`src/rtl/coverfloat_vector_loader.sv`:
```
// Deserializes 20-word frames into coverfloat transaction fields and presents
// each completed transaction to the coverage sampler over a valid/ready handshake.
module coverfloat_vector_loader #(
  parameter int unsigned CNT_W = 16
) (
  input  logic               clk,
  input  logic               rst_n,
  input  logic               in_valid,
  output logic               in_ready,
  input  logic [31:0]        in_data,
  input  logic               in_last,
  output logic               out_valid,
  input  logic               out_ready,
  output logic [31:0]        op,
  output logic [31:0]        rm,
  output logic [127:0]       a,
  output logic [127:0]       b,
  output logic [127:0]       c,
  output logic [7:0]         aFmt,
  output logic [7:0]         bFmt,
  output logic [7:0]         cFmt,
  output logic [7:0]         resultFmt,
  output logic [127:0]       result,
  output logic [31:0]        exceptionBits,
  output logic [CNT_W-1:0]   txn_count,
  output logic [CNT_W-1:0]   frame_err_count
);

  localparam int unsigned WORD_W      = 32;
  localparam int unsigned WIDE_W      = 128;
  localparam int unsigned FMT_W       = 8;
  localparam int unsigned FRAME_WORDS = 20;
  localparam int unsigned IDX_W       = 5;
  localparam logic [IDX_W-1:0] LAST_IDX = IDX_W'(FRAME_WORDS - 1);

  typedef enum logic [0:0] {
    ASSEMBLE = 1'b0,
    PENDING  = 1'b1
  } state_e;

  state_e             state_q, state_d;
  logic [IDX_W-1:0]   widx_q, widx_d;
  logic [WORD_W-1:0]  asm_q [FRAME_WORDS];

  logic               out_valid_q, out_valid_d;
  logic [CNT_W-1:0]   txn_count_q, txn_count_d;
  logic [CNT_W-1:0]   frame_err_q, frame_err_d;

  logic [WORD_W-1:0]  op_q, rm_q, exc_q;
  logic [WIDE_W-1:0]  a_q, b_q, c_q, result_q;
  logic [FMT_W-1:0]   afmt_q, bfmt_q, cfmt_q, rfmt_q;

  logic               accept_c;
  logic               load_c;
  logic               consume_c;
  logic               frame_err_c;

  assign in_ready  = (state_q == ASSEMBLE);
  assign accept_c  = in_valid && in_ready;
  assign consume_c = out_valid_q && out_ready;
  assign load_c    = (state_q == PENDING) && (!out_valid_q || out_ready);

  // Frame sequencing, handshake bookkeeping and saturating counters
  always_comb begin
    state_d     = state_q;
    widx_d      = widx_q;
    frame_err_c = 1'b0;
    out_valid_d = out_valid_q;
    txn_count_d = txn_count_q;
    frame_err_d = frame_err_q;

    case (state_q)
      ASSEMBLE: begin
        if (accept_c) begin
          if (widx_q == LAST_IDX) begin
            widx_d = '0;
            if (in_last) begin
              state_d = PENDING;
            end else begin
              frame_err_c = 1'b1;
            end
          end else if (in_last) begin
            widx_d      = '0;
            frame_err_c = 1'b1;
          end else begin
            widx_d = widx_q + IDX_W'(1);
          end
        end
      end
      PENDING: begin
        if (load_c) begin
          state_d = ASSEMBLE;
        end
      end
      default: begin
        state_d = ASSEMBLE;
        widx_d  = '0;
      end
    endcase

    // A reload on the consuming edge keeps out_valid asserted
    if (load_c) begin
      out_valid_d = 1'b1;
    end else if (consume_c) begin
      out_valid_d = 1'b0;
    end

    if (consume_c && (txn_count_q != {CNT_W{1'b1}})) begin
      txn_count_d = txn_count_q + CNT_W'(1);
    end
    if (frame_err_c && (frame_err_q != {CNT_W{1'b1}})) begin
      frame_err_d = frame_err_q + CNT_W'(1);
    end
  end

  // Control state
  always_ff @(posedge clk) begin
    if (!rst_n) begin
      state_q     <= ASSEMBLE;
      widx_q      <= '0;
      out_valid_q <= 1'b0;
      txn_count_q <= '0;
      frame_err_q <= '0;
    end else begin
      state_q     <= state_d;
      widx_q      <= widx_d;
      out_valid_q <= out_valid_d;
      txn_count_q <= txn_count_d;
      frame_err_q <= frame_err_d;
    end
  end

  // Assembly buffer, one slot per frame word
  always_ff @(posedge clk) begin
    if (!rst_n) begin
      for (int i = 0; i < int'(FRAME_WORDS); i++) begin
        asm_q[i] <= '0;
      end
    end else if (accept_c) begin
      asm_q[widx_q] <= in_data;
    end
  end

  // Output transaction registers; 128-bit fields arrive least-significant word first
  always_ff @(posedge clk) begin
    if (!rst_n) begin
      op_q     <= '0;
      rm_q     <= '0;
      a_q      <= '0;
      b_q      <= '0;
      c_q      <= '0;
      afmt_q   <= '0;
      bfmt_q   <= '0;
      cfmt_q   <= '0;
      rfmt_q   <= '0;
      result_q <= '0;
      exc_q    <= '0;
    end else if (load_c) begin
      op_q     <= asm_q[0];
      rm_q     <= asm_q[1];
      a_q      <= {asm_q[5],  asm_q[4],  asm_q[3],  asm_q[2]};
      b_q      <= {asm_q[9],  asm_q[8],  asm_q[7],  asm_q[6]};
      c_q      <= {asm_q[13], asm_q[12], asm_q[11], asm_q[10]};
      afmt_q   <= asm_q[14][7:0];
      bfmt_q   <= asm_q[14][15:8];
      cfmt_q   <= asm_q[14][23:16];
      rfmt_q   <= asm_q[14][31:24];
      result_q <= {asm_q[18], asm_q[17], asm_q[16], asm_q[15]};
      exc_q    <= asm_q[19];
    end
  end

  assign out_valid       = out_valid_q;
  assign op              = op_q;
  assign rm              = rm_q;
  assign a               = a_q;
  assign b               = b_q;
  assign c               = c_q;
  assign aFmt            = afmt_q;
  assign bFmt            = bfmt_q;
  assign cFmt            = cfmt_q;
  assign resultFmt       = rfmt_q;
  assign result          = result_q;
  assign exceptionBits   = exc_q;
  assign txn_count       = txn_count_q;
  assign frame_err_count = frame_err_q;

endmodule

```
`config.mk`:
```
export PLATFORM = sky130hd
export DESIGN_NAME = coverfloat_vector_loader
export DESIGN_NICKNAME = d
export VERILOG_FILES = /design/src/rtl/coverfloat_vector_loader.sv
export SDC_FILE = /design/constraint.sdc
export NUM_CORES = 2
export LEC_CHECK = 0
export CAP_MARGIN = 15
export CORE_MARGIN = 4
export CORE_UTILIZATION = 40
export CTS_BUF_LIST = sky130_fd_sc_hd__clkbuf_2 sky130_fd_sc_hd__clkbuf_4 sky130_fd_sc_hd__clkbuf_8
export CTS_CLUSTER_SIZE = 20
export DETAILED_ROUTE_END_ITERATION = 7
export GPL_ROUTABILITY_DRIVEN = 0
export PLACE_DENSITY = 0.69
export SYNTH_ARGS = -nofsm -noshare
export SYNTH_HDL_FRONTEND = slang
export SYNTH_SLANG_ARGS = --single-unit
```
`constraint.sdc`:
```
create_clock -name clk -period 4 [get_ports clk]
set_input_delay 1 -clock clk [delete_from_list [all_inputs] [get_ports clk]]
set_output_delay 1 -clock clk [all_outputs]
set_load 0.005 [all_outputs]
```
# After elaboration in Yosys (flattened, before gate mapping)
# Memory sizes are Yosys's and may differ from the RTL's. A register that Yosys moved wholly into a read port is not among the register bits.
# Cells that the tools add are included.
[word_totals]
register_bits = 39
ram_bits = 640
inputBits = 37
out_inout_bits = 674
n_memories = 1
[op_classes]
addsub = 3
eq_ne = 3
n_mux = 20
bitwise = 1
reduce_logical = 30
[mem_list]
columns = ["memory", "depth", "word_bits", "read_ports", "rd_clocked_by_memory_dff", "write_ports", "line", "rtl"]
rows = [
  ["asm_q", 20, 32, 20, 20, 20, "43", "logic [WORD_W-1:0] asm_q [FRAME_WORDS];"],
]
[ops]
columns = ["cell", "count"]
rows = [
  ["16-bit by 1-bit adder with 16-bit output, second input constant", 2],
  ["32-bit two-way mux", 1],
  ["16-bit inequality test, second input constant", 2],
  ["32-bit OR reduction", 1],
  ["1-bit logical NOT", 21],
  ["1-bit two-way mux", 15],
  ["5-bit two-way mux", 3],
  ["5-bit by 1-bit adder with 5-bit output, second input constant", 1],
  ["5-bit equality test, second input constant", 1],
  ["1-bit logical AND", 5],
  ["1-bit one-hot mux with 2 select lines", 1],
  ["2-bit AND reduction", 1],
  ["2-bit nonzero test", 1],
  ["1-bit logical OR", 1],
  ["1-bit inverter", 1],
]

# Logic depth before layout (Yosys ltp)
[depth]
ltp_word = 7
depth_mapped = 9
depth_no_buf = 8

# Worst setup path before layout
# Ideal clock, no wire load.
[synth_path]
kind = "input port to flip-flop"
start = "input port in_valid"
end = "memory asm_q[14][0] (enable)"
arrival_ns = 3.798
path_slack_ns = -0.264
path_stages = 4
n_path_buf = 1
cell_sequence = "nor2b_1 > buf_4 > nand3_4 > o21ai_0"
[synth_rtl]
columns = ["element", "line", "rtl"]
rows = [
  ["start: declaration", "8", "input logic in_valid,"],
  ["end: declaration", "43", ""],
]

# Worst setup path in the final report
[layout_path]
start = "register state_q"
end = "output port in_ready"
[layout_via]
elab_chain_cells = 1
[layout_lines]
columns = ["element", "line", "rtl"]
rows = [
  ["start: declaration", "41", "state_e state_q, state_d;"],
  ["start signal: assignment", "125", "state_q <= state_d;"],
  ["1-bit inverter (no source line)", "--", ""],
  ["end: declaration", "9", "output logic in_ready,"],
]
# No other way between the ends.

==> impl_results.md <==
- Vias: 35400
- Die area: 126000 um2
- Clock sink count: 1319
- Combinational group share of total power: 2.6%
- Worst Max-Slew Pin Slew: 1.15 ns
- Clock transition at path regs: 0.06 ns
- # fillers: 10500
- Tcrit/Tclk final: 73.7%
- Slew HR: 23.2%
- Yosys warns: 0
- DRC Markers: 0
- Routed Antenna Nets: 0
- Crit-path cells: inv_1, clkdlybuf4s50_1
- Nets: 5168
- PD cells: 446 nW/um2
- Post-DP HPWL: 97.3 mm
- Critical path class: register to output pin
- Root Buffer: clkbuf_8
- Setup Buffers After CTS: 0
- Gr usage total: 24.3%
- Busiest layer in global routing: met2
- Clk_skew: 0.0471 ns
- Static Leak: 21.0 nW
- Number of flops mapped to enable cells by yosys: 640
- Clk Latency, worst-skew pair: 0.88 ns
- Die Ht: 354 um
- GR Layer Usage met1: 32.3%
- Share of layout cells above drive strength 1: 10.2%
- Seq/Total Area, Yosys: 68.4%
- CP startpoint kind: register
- Avg Cell Area, Syn: 10.7 um2
- Clock Power Share: 44.3%
- Min-delay worst type: register to register
- Ys flop type: dfxtp_1
- FF+latch count, synth: 1319
- Sequential Power Share: 53.1%
- Arr. time, crit path: 1.95 ns
- CTS tree: built
- CTS buffer count: 208
- Core area: 119000 um2
- Htree depth: 4
- Initial antenna violation count: 27
- Synth top area cells: edfxtp_1 40%, dfxtp_1 28%, nand2_1 10%
- Post-layout util: 51.5%
- Global Route met2 Usage: 38.3%
- CP max stage cell: clkdlybuf4s50_1
- Post-Syn Instances: 4467
- Die Span X: 354 um
- Final slew viol count: 0
- CTS resizes: 0
- GRT met3 Usage: 6.02%
- Layout area overhead: 27.3%
- First-pass detailed-route iteration total: 6
- CP max stage delay: 0.50 ns
- First-pass GRT wire length: 226 mm
- CP Capture Type: output pin
- Initial Util: 40.5%
- Setup violators final: 0
- Hold_buf cts: 0
- Per-cell routed wire length: 22.8 um
- Synth top area share: 40.1%
- Crit path required time: 3.00 ns
- Netlist Area Pre-Place: 48000 um2
- RSZ-0062 raised after global routing: false
- Worst vdd ir: 0.000272 V
- Cell variety after synth: 51
- Pint: 0.0211 W
- Number of global-route vias before repair: 33500
- Synth async-reset ratio: 0%
- Max-cap violations: 0
- Switching Power: 0.00615 W
- PortBufs: 710
- # rows: 126
- Crit path max fanout: 6
- Largest net degree at the start of global routing: 105
- Outcome: complete, no violations
- Vias/cell: 5.11
- Cell taking the most area after synthesis: edfxtp_1
- Remaining global-route overflow: 0
- Ports: 711
- Fmax: 339 MHz
- Final Hold Fails: 0
- Final total power: 0.0273 W
- 1st-iter DRT viols: 3857
- Fin crit period: 2.95 ns
- CTS max path bufs: 3
- Syn_nets: 4511
- Switching share of power: 22.6%
- Routed wire length: 158 mm
[layout by cell type, fill, tap and decap left out, types with 3 or more instances in the layout]
cell / n
buf_2: 32
a211oi_2: 4
o21ai_4: 18
nand3_4: 4
nand4_1: 6
inv_8: 5
a21oi_1: 649
and3_1: 7
xor2_1: 5
nor4_1: 4
dfxtp_1: 679
clkbuf_4: 89
and2_1: 643
ha_1: 7
nor2_4: 9
nor2_1: 37
inv_1: 8
buf_4: 60
nor3_1: 11
clkinv_2: 17
clkdlybuf4s50_1: 677
a31oi_1: 3
bufinv_16: 6
diode_2: 20
and4_1: 5
nor2_2: 12
a211oi_1: 4
buf_12: 28
nand3_1: 12
xnor2_1: 19
clkinv_8: 3
clkbuf_8: 233
clkinv_1: 32
o21ai_0: 5
nand2_1: 1299
edfxtp_1: 640
[registers in the layout, indices dropped and copies added, names as in the netlist]
signal,cells
a,128
aFmt,8
asm_q,640
b,128
bFmt,8
c,128
cFmt,8
exceptionBits,32
frame_err_count,16
op,32
out_valid,1
result,128
resultFmt,8
rm,32
state_q,1
txn_count,16
widx_q,5
[metrics by stage]
| stage | hold WS (ns) | worst slack [ns] | cells | TNS, ns | area [um2] |
|---|---|---|---|---|---|
| after floorplan | 0.453 | -0.264 | 4467 | -133.83 | 48000 |
| after global placement | 0.442 | 0.396 | 6514 | 0 | 56600 |
| after detailed placement | 0.446 | 0.421 | 6514 | 0 | 56600 |
| after CTS | 0.454 | 0.901 | 6907 | 0 | 61000 |
| after global routing | 0.471 | 0.841 | 6909 | 0 | 61000 |
| final | 0.451 | 1.05 | 6927 | 0 | 61100 |
[routing by layer]
metal,share of wire (%),vias to the layer above
met5,0,-
met4,3.5,0
met3,11,275
met2,46,1855
met1,39,17200
li1,-,16100
[worst max-delay path: cells and delay by family (launching register included)]
family	cells	cell delay, ns
buffers and inverters	2	0.65
DFF	1	0.46
[layout make-up]
class / instances / area (um2) / area share [%]
Multi-Input combinational cell: 2789 / 13800 / 22.5
Clock buffer: 322 / 3870 / 6.34
Inverter: 9 / 41.3 / 0.0676
Antenna cell: 20 / 50.0 / 0.0819
Sequential cell: 1319 / 32800 / 53.7
Tap cell: 1600 / 2000 / 3.28
Timing Repair Buffer: 797 / 7950 / 13.0
Clock inverter: 71 / 593 / 0.971
[synthesized netlist by cell type, types with 5 or more instances]
library cell	instances
o21ai_0	25
inv_1	8
xor2_1	5
and4_1	5
dfxtp_1	679
and3_1	7
nor2_4	8
a21oi_1	649
nand2_1	1299
nand3_1	12
buf_4	16
nand4_1	6
xnor2_1	19
clkbuf_2	36
ha_1	7
nor3_1	11
clkbuf_1	160
nor2_1	41
and2_1	643
edfxtp_1	640
nor2_2	9
buf_2	134
[cells by family after synthesis]
kind of cell               Yosys count  share of synthesized area, %
DFF                               1319                          68.4
AOI/OAI and AO/OA                  689                          7.32
and+or+nand+nor                   2067                          20.2
xor gates and xnor gates            24                         0.438
buffers and inverters              359                          3.41
muxes                                2                        0.0417
adders and majority gates            7                         0.183
[worst paths after layout]
path / start / endpoint / slack [ns] / cells after the start
max: state_q / in_ready / 1.05 / 2
min: c[99] / c[99] / 0.45 / 2
max reg2reg: widx_q[2] / asm_q[13][4] / 1.55 / 3
min reg2reg: c[99] / c[99] / 0.45 / 2
[power by group through the flow]
stage,registers (W),clock network [W],logic (W)
floorplan,0.0147,0,0.000297
global placement,0.0147,0,0.000712
detailed placement,0.0148,0,0.000718
CTS,0.0145,0.0123,0.000719
global route,0.0145,0.0129,0.000742
finish,0.0145,0.0121,0.000711
No activity file was read; power rests on OpenSTA's default activity.
